[src/rtl/color_ctrl.sv]
`default_nettype none
// ============================================================================
// Module   : color_ctrl
// Purpose  : Debounced button steps FIXED/SWITCH/CYCLE colour modes; drives a
//            registered 12-bit RGB colour.
// Revision : 1.0  initial release
// ============================================================================
module color_ctrl #(
    parameter int          DEBOUNCE_CYCLES = 1000000,
    parameter int          CYCLE_TICKS     = 25000000,
    parameter logic [11:0] RESET_COLOR     = 12'h0F0
) (
    input  logic        clk,
    input  logic        rst,
    input  logic        btn,
    input  logic [15:0] sw,
    output logic [11:0] col,
    output logic [1:0]  mode,
    output logic        press
);

    localparam int DW = $clog2(DEBOUNCE_CYCLES + 1);
    localparam int TW = (CYCLE_TICKS > 1) ? $clog2(CYCLE_TICKS) : 1;
    localparam logic [DW-1:0] DEB_LAST  = DW'(DEBOUNCE_CYCLES - 1);
    localparam logic [TW-1:0] TICK_LAST = TW'(CYCLE_TICKS - 1);

    typedef enum logic [1:0] {
        MODE_FIXED  = 2'd0,
        MODE_SWITCH = 2'd1,
        MODE_CYCLE  = 2'd2
    } mode_t;

    logic          btn_m, btn_s;
    logic [11:0]   sw_m, sw_s;
    logic          btn_d, btn_d_q;
    logic [DW-1:0] deb_cnt;
    logic [TW-1:0] tick, tick_nx;
    logic [2:0]    idx, idx_nx;
    logic [11:0]   col_nx;
    logic          rise;
    mode_t         mode_q, mode_nx;

    function automatic logic [11:0] palette(input logic [2:0] i);
        case (i)
            3'd0:    palette = 12'hF00;
            3'd1:    palette = 12'hFF0;
            3'd2:    palette = 12'h0F0;
            3'd3:    palette = 12'h0FF;
            3'd4:    palette = 12'h00F;
            default: palette = 12'hF0F;
        endcase
    endfunction

    // Two-flop synchronizers for the asynchronous inputs
    always_ff @(posedge clk or posedge rst) begin
        if (rst) begin
            btn_m <= 1'b0;
            btn_s <= 1'b0;
            sw_m  <= 12'h000;
            sw_s  <= 12'h000;
        end else begin
            btn_m <= btn;
            btn_s <= btn_m;
            sw_m  <= sw[11:0];
            sw_s  <= sw_m;
        end
    end

    always_ff @(posedge clk or posedge rst) begin
        if (rst) begin
            btn_d   <= 1'b0;
            btn_d_q <= 1'b0;
            deb_cnt <= '0;
        end else begin
            btn_d_q <= btn_d;
            if (btn_s == btn_d) begin
                deb_cnt <= '0;
            end else if (deb_cnt == DEB_LAST) begin
                btn_d   <= ~btn_d;
                deb_cnt <= '0;
            end else begin
                deb_cnt <= deb_cnt + DW'(1);
            end
        end
    end

    assign rise = btn_d & ~btn_d_q;

    always_comb begin
        mode_nx = mode_q;
        tick_nx = '0;
        idx_nx  = 3'd0;
        col_nx  = RESET_COLOR;
        if (rise) begin
            // A press wins over a simultaneous tick wrap
            case (mode_q)
                MODE_FIXED:  mode_nx = MODE_SWITCH;
                MODE_SWITCH: mode_nx = MODE_CYCLE;
                default:     mode_nx = MODE_FIXED;
            endcase
        end else if (mode_q == MODE_CYCLE) begin
            if (tick == TICK_LAST) begin
                idx_nx = (idx == 3'd5) ? 3'd0 : idx + 3'd1;
            end else begin
                tick_nx = tick + TW'(1);
                idx_nx  = idx;
            end
        end
        case (mode_nx)
            MODE_SWITCH: col_nx = sw_s;
            MODE_CYCLE:  col_nx = palette(idx_nx);
            default:     col_nx = RESET_COLOR;
        endcase
    end

    always_ff @(posedge clk or posedge rst) begin
        if (rst) begin
            mode_q <= MODE_FIXED;
            tick   <= '0;
            idx    <= 3'd0;
            col    <= RESET_COLOR;
            press  <= 1'b0;
        end else begin
            mode_q <= mode_nx;
            tick   <= tick_nx;
            idx    <= idx_nx;
            col    <= col_nx;
            press  <= rise;
        end
    end

    assign mode = mode_q;

endmodule
`default_nettype wire

[config.mk]
export PLATFORM = sky130hd
export DESIGN_NAME = color_ctrl
export DESIGN_NICKNAME = d
export VERILOG_FILES = /design/src/rtl/color_ctrl.sv
export SDC_FILE = /design/constraint.sdc
export NUM_CORES = 1
export LEC_CHECK = 0
export CAP_MARGIN = 20
export CORE_ASPECT_RATIO = 0.9
export CORE_MARGIN = 2
export CORE_UTILIZATION = 25
export DETAILED_ROUTE_END_ITERATION = 16
export PLACE_DENSITY = 0.51
export SYNTH_ARGS = -nofsm -noshare
export SYNTH_HDL_FRONTEND = slang
export SYNTH_SLANG_ARGS = --single-unit
export TNS_END_PERCENT = 100
[constraint.sdc]
create_clock -name clk -period 3.2 [get_ports clk]
set_clock_uncertainty 0.15 [all_clocks]
set_input_delay 0.48 -clock clk [delete_from_list [all_inputs] [get_ports clk]]
set_output_delay 0.48 -clock clk [all_outputs]
set_load 0.02 [all_outputs]
==> summary.md <==
| Metric | Value |
|---|---|
| Class of the tightest hold or removal check | `reg -> reg` |
| Fraction of layout instances using a drive strength above 1 | `around 8.3%` |
| Number of diodes added for antenna fixing | `0` |
| Count of buffering cells on the critical path with inverters included | `0` |
| Synthesized-area fraction occupied by xor and xnor cells | `~10%` |
| Port Buf Inserts | `29` |
| Metal3 WL | `207 µm` |
| Register area | `roughly 2300 µm²` |
| Crit. End Element | `flip-flop` |
| Cell-internal power | `around 1.8 mW` |
| Maximum clock frequency | `0.423 GHz` |
| Mean Syn Cell Area | `between 10 and 15 µm²` |
| Pin count of the biggest net entering global routing | `44` |
| Multiplexer fraction of the synthesized cell area | `1.63%` |
| Leading cell types by count after synthesis | `sky130_fd_sc_hd__dfrtp_1 (87), sky130_fd_sc_hd__nor2_1 (55), sky130_fd_sc_hd__nand2_1 (28)` |
| Number of buffers added for setup after CTS | `0` |
| Max-Slew Margin vs Limit | `between 40% and 50%` |
| Portion of total power attributed to combinational logic | `under 10%` |
| Worst-skew pair later-pin latency | `0.34 ns` |
| Post-Route Setup TNS | `0 ns` |
| Max-cap viol count | `0` |
| Required time of the critical path | `approximately 3.2 ns` |
| Gr usage total | `a little under a tenth` |
| Data arrival time of the critical path | `2.40 ns` |
| Final Routed Wirelength | `approximately 6600 µm` |
| Area growth from synthesis to layout | `22.0%` |
| YS warnings | `0` |
| Vias in the first global route | `roughly 2400` |
| Pins Over Slew Limit | `0` |
| I/O pin total | `34` |
| Initial antenna violation count | `0` |
| Ordered list of cells on the worst path | `ha_1 -> and3_1 -> and3_1 -> and4_1 -> nand2b_1 -> nor2_1` |
| Multi-input gate area in the final layout | `approximately 1400 µm²` |
| Run status | `completed` |
| Share of total power consumed by net switching | `20.9%` |
| Synth area leader | `sky130_fd_sc_hd__dfrtp_1` |
| Slowest-stage cell, CP | `sky130_fd_sc_hd__nand2b_1` |
| Clk Tree Root Cell | `sky130_fd_sc_hd__clkbuf_16` |
| Placeable Area | `14700 µm²` |
| Cell area after technology mapping | `3760 µm²` |
| Biggest area contributors in the synthesized netlist | `sky130_fd_sc_hd__dfrtp_1 (58%), sky130_fd_sc_hd__xor2_1 (5.8%), sky130_fd_sc_hd__nor2_1 (5.5%)` |
| Cells after Synth | `334` |
| Detailed Place HPWL | `approximately 4500 µm` |
| Complex-gate fraction of the synthesized area | `approximately 2.6%` |
| Drt first-iter violations | `around 130` |
| TritonCTS clock tree | `done` |
| Wire length of the first global-routing pass | `about 12000 µm` |
| Via count | `roughly 2400` |
| Post-cts repair resize count | `0` |
| Final worst path period share | `73.9%` |
| Number of storage elements in the synthesis netlist | `just over 90` |
| Sequential cell fraction of total power | `between 50% and 60%` |
| Commonest register cell after synthesis | `sky130_fd_sc_hd__dfrtp_1` |
| Arithmetic-cell share of the synthesized area counting full adders, half adders and majority gates | `under 10%` |
| Maximum fanout along the worst path | `20` |
| Reg clk slew, reported paths | `0.07 ns` |
| Row Count | `42` |
| Number of hold buffers added after cts | `0` |
| Via-to-Cell Ratio | `about 4.2` |
| Global placement routability congestion | `roughly 0.74` |
| Highest routing layer actually used | `met4` |
| WL/cell | `11.5 µm` |
| Routed metal-1 wirelength | `about 3200 µm` |
| Count of cell types in the netlist | `37` |
| Crit-path max cell delay | `between 0.6 and 0.7 ns` |
| Final-report setup violation count | `0` |
| Post-synth EDFFs | `0` |
| Category of the most critical setup path | `reg -> reg` |
| Nets in the synthesized netlist | `around 360` |
| Sequential-to-total area share from yosys stat | `around three fifths` |
| Peak supply drop | `about 0.00027 V` |
| Post-layout util | `a little under a third` |
| Final-report hold violation count | `0` |
| Number of nets in the layout | `roughly 390` |
| Die footprint | `approximately 16000 µm²` |
| Proportion of synthesized flip-flops having asynchronous set or reset | `between 90% and 100%` |
| Gr ovfl total | `0` |
| Library cell with the highest instance count after synthesis | `sky130_fd_sc_hd__dfrtp_1` |
| Number of sinks handled by clock tree synthesis | `91` |
| Most prevalent standard cell on the critical path | `sky130_fd_sc_hd__and3_1` |
| Initial cell density of the core | `25.5%` |
| Pwr Density | `approximately 500 nW/µm²` |
| Die span in x | `133 µm` |
| TritonCTS Buffers | `9` |
| Antenna violation net count after detailed routing | `0` |
| CTS H-Tree Depth | `3` |
| Critical path launch point type | `flip-flop` |
| Setup repair after global routing missed its margin | `no` |
| Vertical die dimension | `~120 µm` |
| Switching power | `slightly below 0.5 mW` |
| Leakage | `a little under 2 nW` |
| Filler Cell Count | `~1500` |
| Fraction of synthesized cell area taken by the top area cell type | `57.9%` |
| Pin slew with the least headroom to its limit | `~0.77 ns` |
| Main combinational cell family by area after synthesis | `simple AND/OR/NAND/NOR gates` |
| First-pass detailed-route iteration total | `4` |
| Maximum buffer depth of the clock tree | `2` |
| DRC violation count after routing | `0` |
| Clock network power share | `46.7%` |
| Post-Synth Simple-Gate Area | `between 20% and 30%` |
| Family with the most delay on the worst path | `simple AND/OR/NAND/NOR gates` |
| Met2 wire length | `a little over 3000 µm` |
| Final critical-path required period | `roughly 2.4 ns` |
[state kept, by name (all words and copies together), names as in the netlist]
signal	count
btn_d	1
mode	2
sw_s	12
btn_s	1
tick	25
col	12
sw_m	12
deb_cnt	20
press	1
btn_m	1
btn_d_q	1
idx	3
[path summary, 6_finish.rpt]
path	from	to	slack (ns)	depth (start not counted)
max in group asynchronous	rst	deb_cnt[19]	1.81	3
min reg2reg	sw_m[6]	sw_s[6]	0.20	0
max	deb_cnt[0]	deb_cnt[2]	0.84	6
min	sw_m[6]	sw_s[6]	0.20	0
min in group asynchronous	rst	sw_s[6]	0.42	2
max reg2reg	deb_cnt[0]	deb_cnt[2]	0.84	6
[power by group through the flow]
stage | Sequential [mW] | Combinational [mW] | Clock (mW)
2_1_floorplan | 1.20 | 0.0254 | 0
3_3_place_gp | 1.20 | 0.0536 | 0
3_5_place_dp | 1.20 | 0.0550 | 0
4_1_cts | 1.18 | 0.0550 | 1.11
5_1_grt | 1.18 | 0.0619 | 1.17
6_report | 1.18 | 0.0525 | 1.08
[metrics by stage]
step	hold slack (ns)	cell area, µm²	setup slack, ns	std cells	total power, mW
3_5_place_dp	0.186	4280	0.819	557	1.25
3_3_place_gp	0.183	4280	0.864	557	1.25
4_1_cts	0.201	4590	0.802	573	2.35
6_report	0.197	4590	0.836	573	2.31
2_1_floorplan	0.181	3760	0.213	334	1.22
5_1_grt	0.205	4590	0.513	573	2.41
[kinds of logic after synthesis]
group                      count (synthesis)
adders and majority gates                  4
AOI/OAI and AO/OA                         16
and+or+nand+nor                          156
buffers and inverters                     18
xor gates and xnor gates                  43
DFF                                       91
muxes                                      6
[cell type report]
| type | instances | area share [%] |
|---|---|---|
| multi-input cells | 225 | 30.1 |
| clock buffers | 10 | 5.21 |
| well taps | 198 | 5.40 |
| inverters | 11 | 0.928 |
| repair buffers | 32 | 7.09 |
| flip-flops and latches | 91 | 49.8 |
| clock inverters | 6 | 1.53 |
[per-layer routing]
layer  GRT usage, %  up-vias
met5              0        -
met4           3.13        0
li1               -     1187
met3           2.85        5
met1           12.1     1190
met2           14.1       28
[worst register-to-register path, cell delays in order, from the launching register on]
cell                       delay, ns
sky130_fd_sc_hd__dfrtp_1        0.42
sky130_fd_sc_hd__ha_1           0.21
sky130_fd_sc_hd__and3_1         0.23
sky130_fd_sc_hd__and3_1         0.23
sky130_fd_sc_hd__and4_1         0.22
sky130_fd_sc_hd__nand2b_1       0.62
sky130_fd_sc_hd__nor2_1         0.13
[cell usage in the layout (no fill, tap or decap), types with 3 or more instances in the layout]
| cell | n |
|---|---|
| sky130_fd_sc_hd__and3_1 | 6 |
| sky130_fd_sc_hd__nand3_1 | 20 |
| sky130_fd_sc_hd__clkbuf_16 | 9 |
| sky130_fd_sc_hd__nor2_1 | 55 |
| sky130_fd_sc_hd__inv_1 | 10 |
| sky130_fd_sc_hd__and4_1 | 6 |
| sky130_fd_sc_hd__a21oi_1 | 9 |
| sky130_fd_sc_hd__xnor2_1 | 18 |
| sky130_fd_sc_hd__mux2i_1 | 5 |
| sky130_fd_sc_hd__nand2_1 | 28 |
| sky130_fd_sc_hd__clkdlybuf4s50_1 | 29 |
| sky130_fd_sc_hd__xor2_1 | 25 |
| sky130_fd_sc_hd__dfrtp_1 | 87 |
| sky130_fd_sc_hd__a21o_1 | 4 |
| sky130_fd_sc_hd__nand2b_1 | 4 |
| sky130_fd_sc_hd__dfstp_2 | 4 |
| sky130_fd_sc_hd__nand4_1 | 9 |
| sky130_fd_sc_hd__nor2b_1 | 3 |
| sky130_fd_sc_hd__nor3_1 | 8 |
| sky130_fd_sc_hd__ha_1 | 4 |
| sky130_fd_sc_hd__nor4_1 | 3 |
Note: power is estimated with default switching activity, not from simulation.
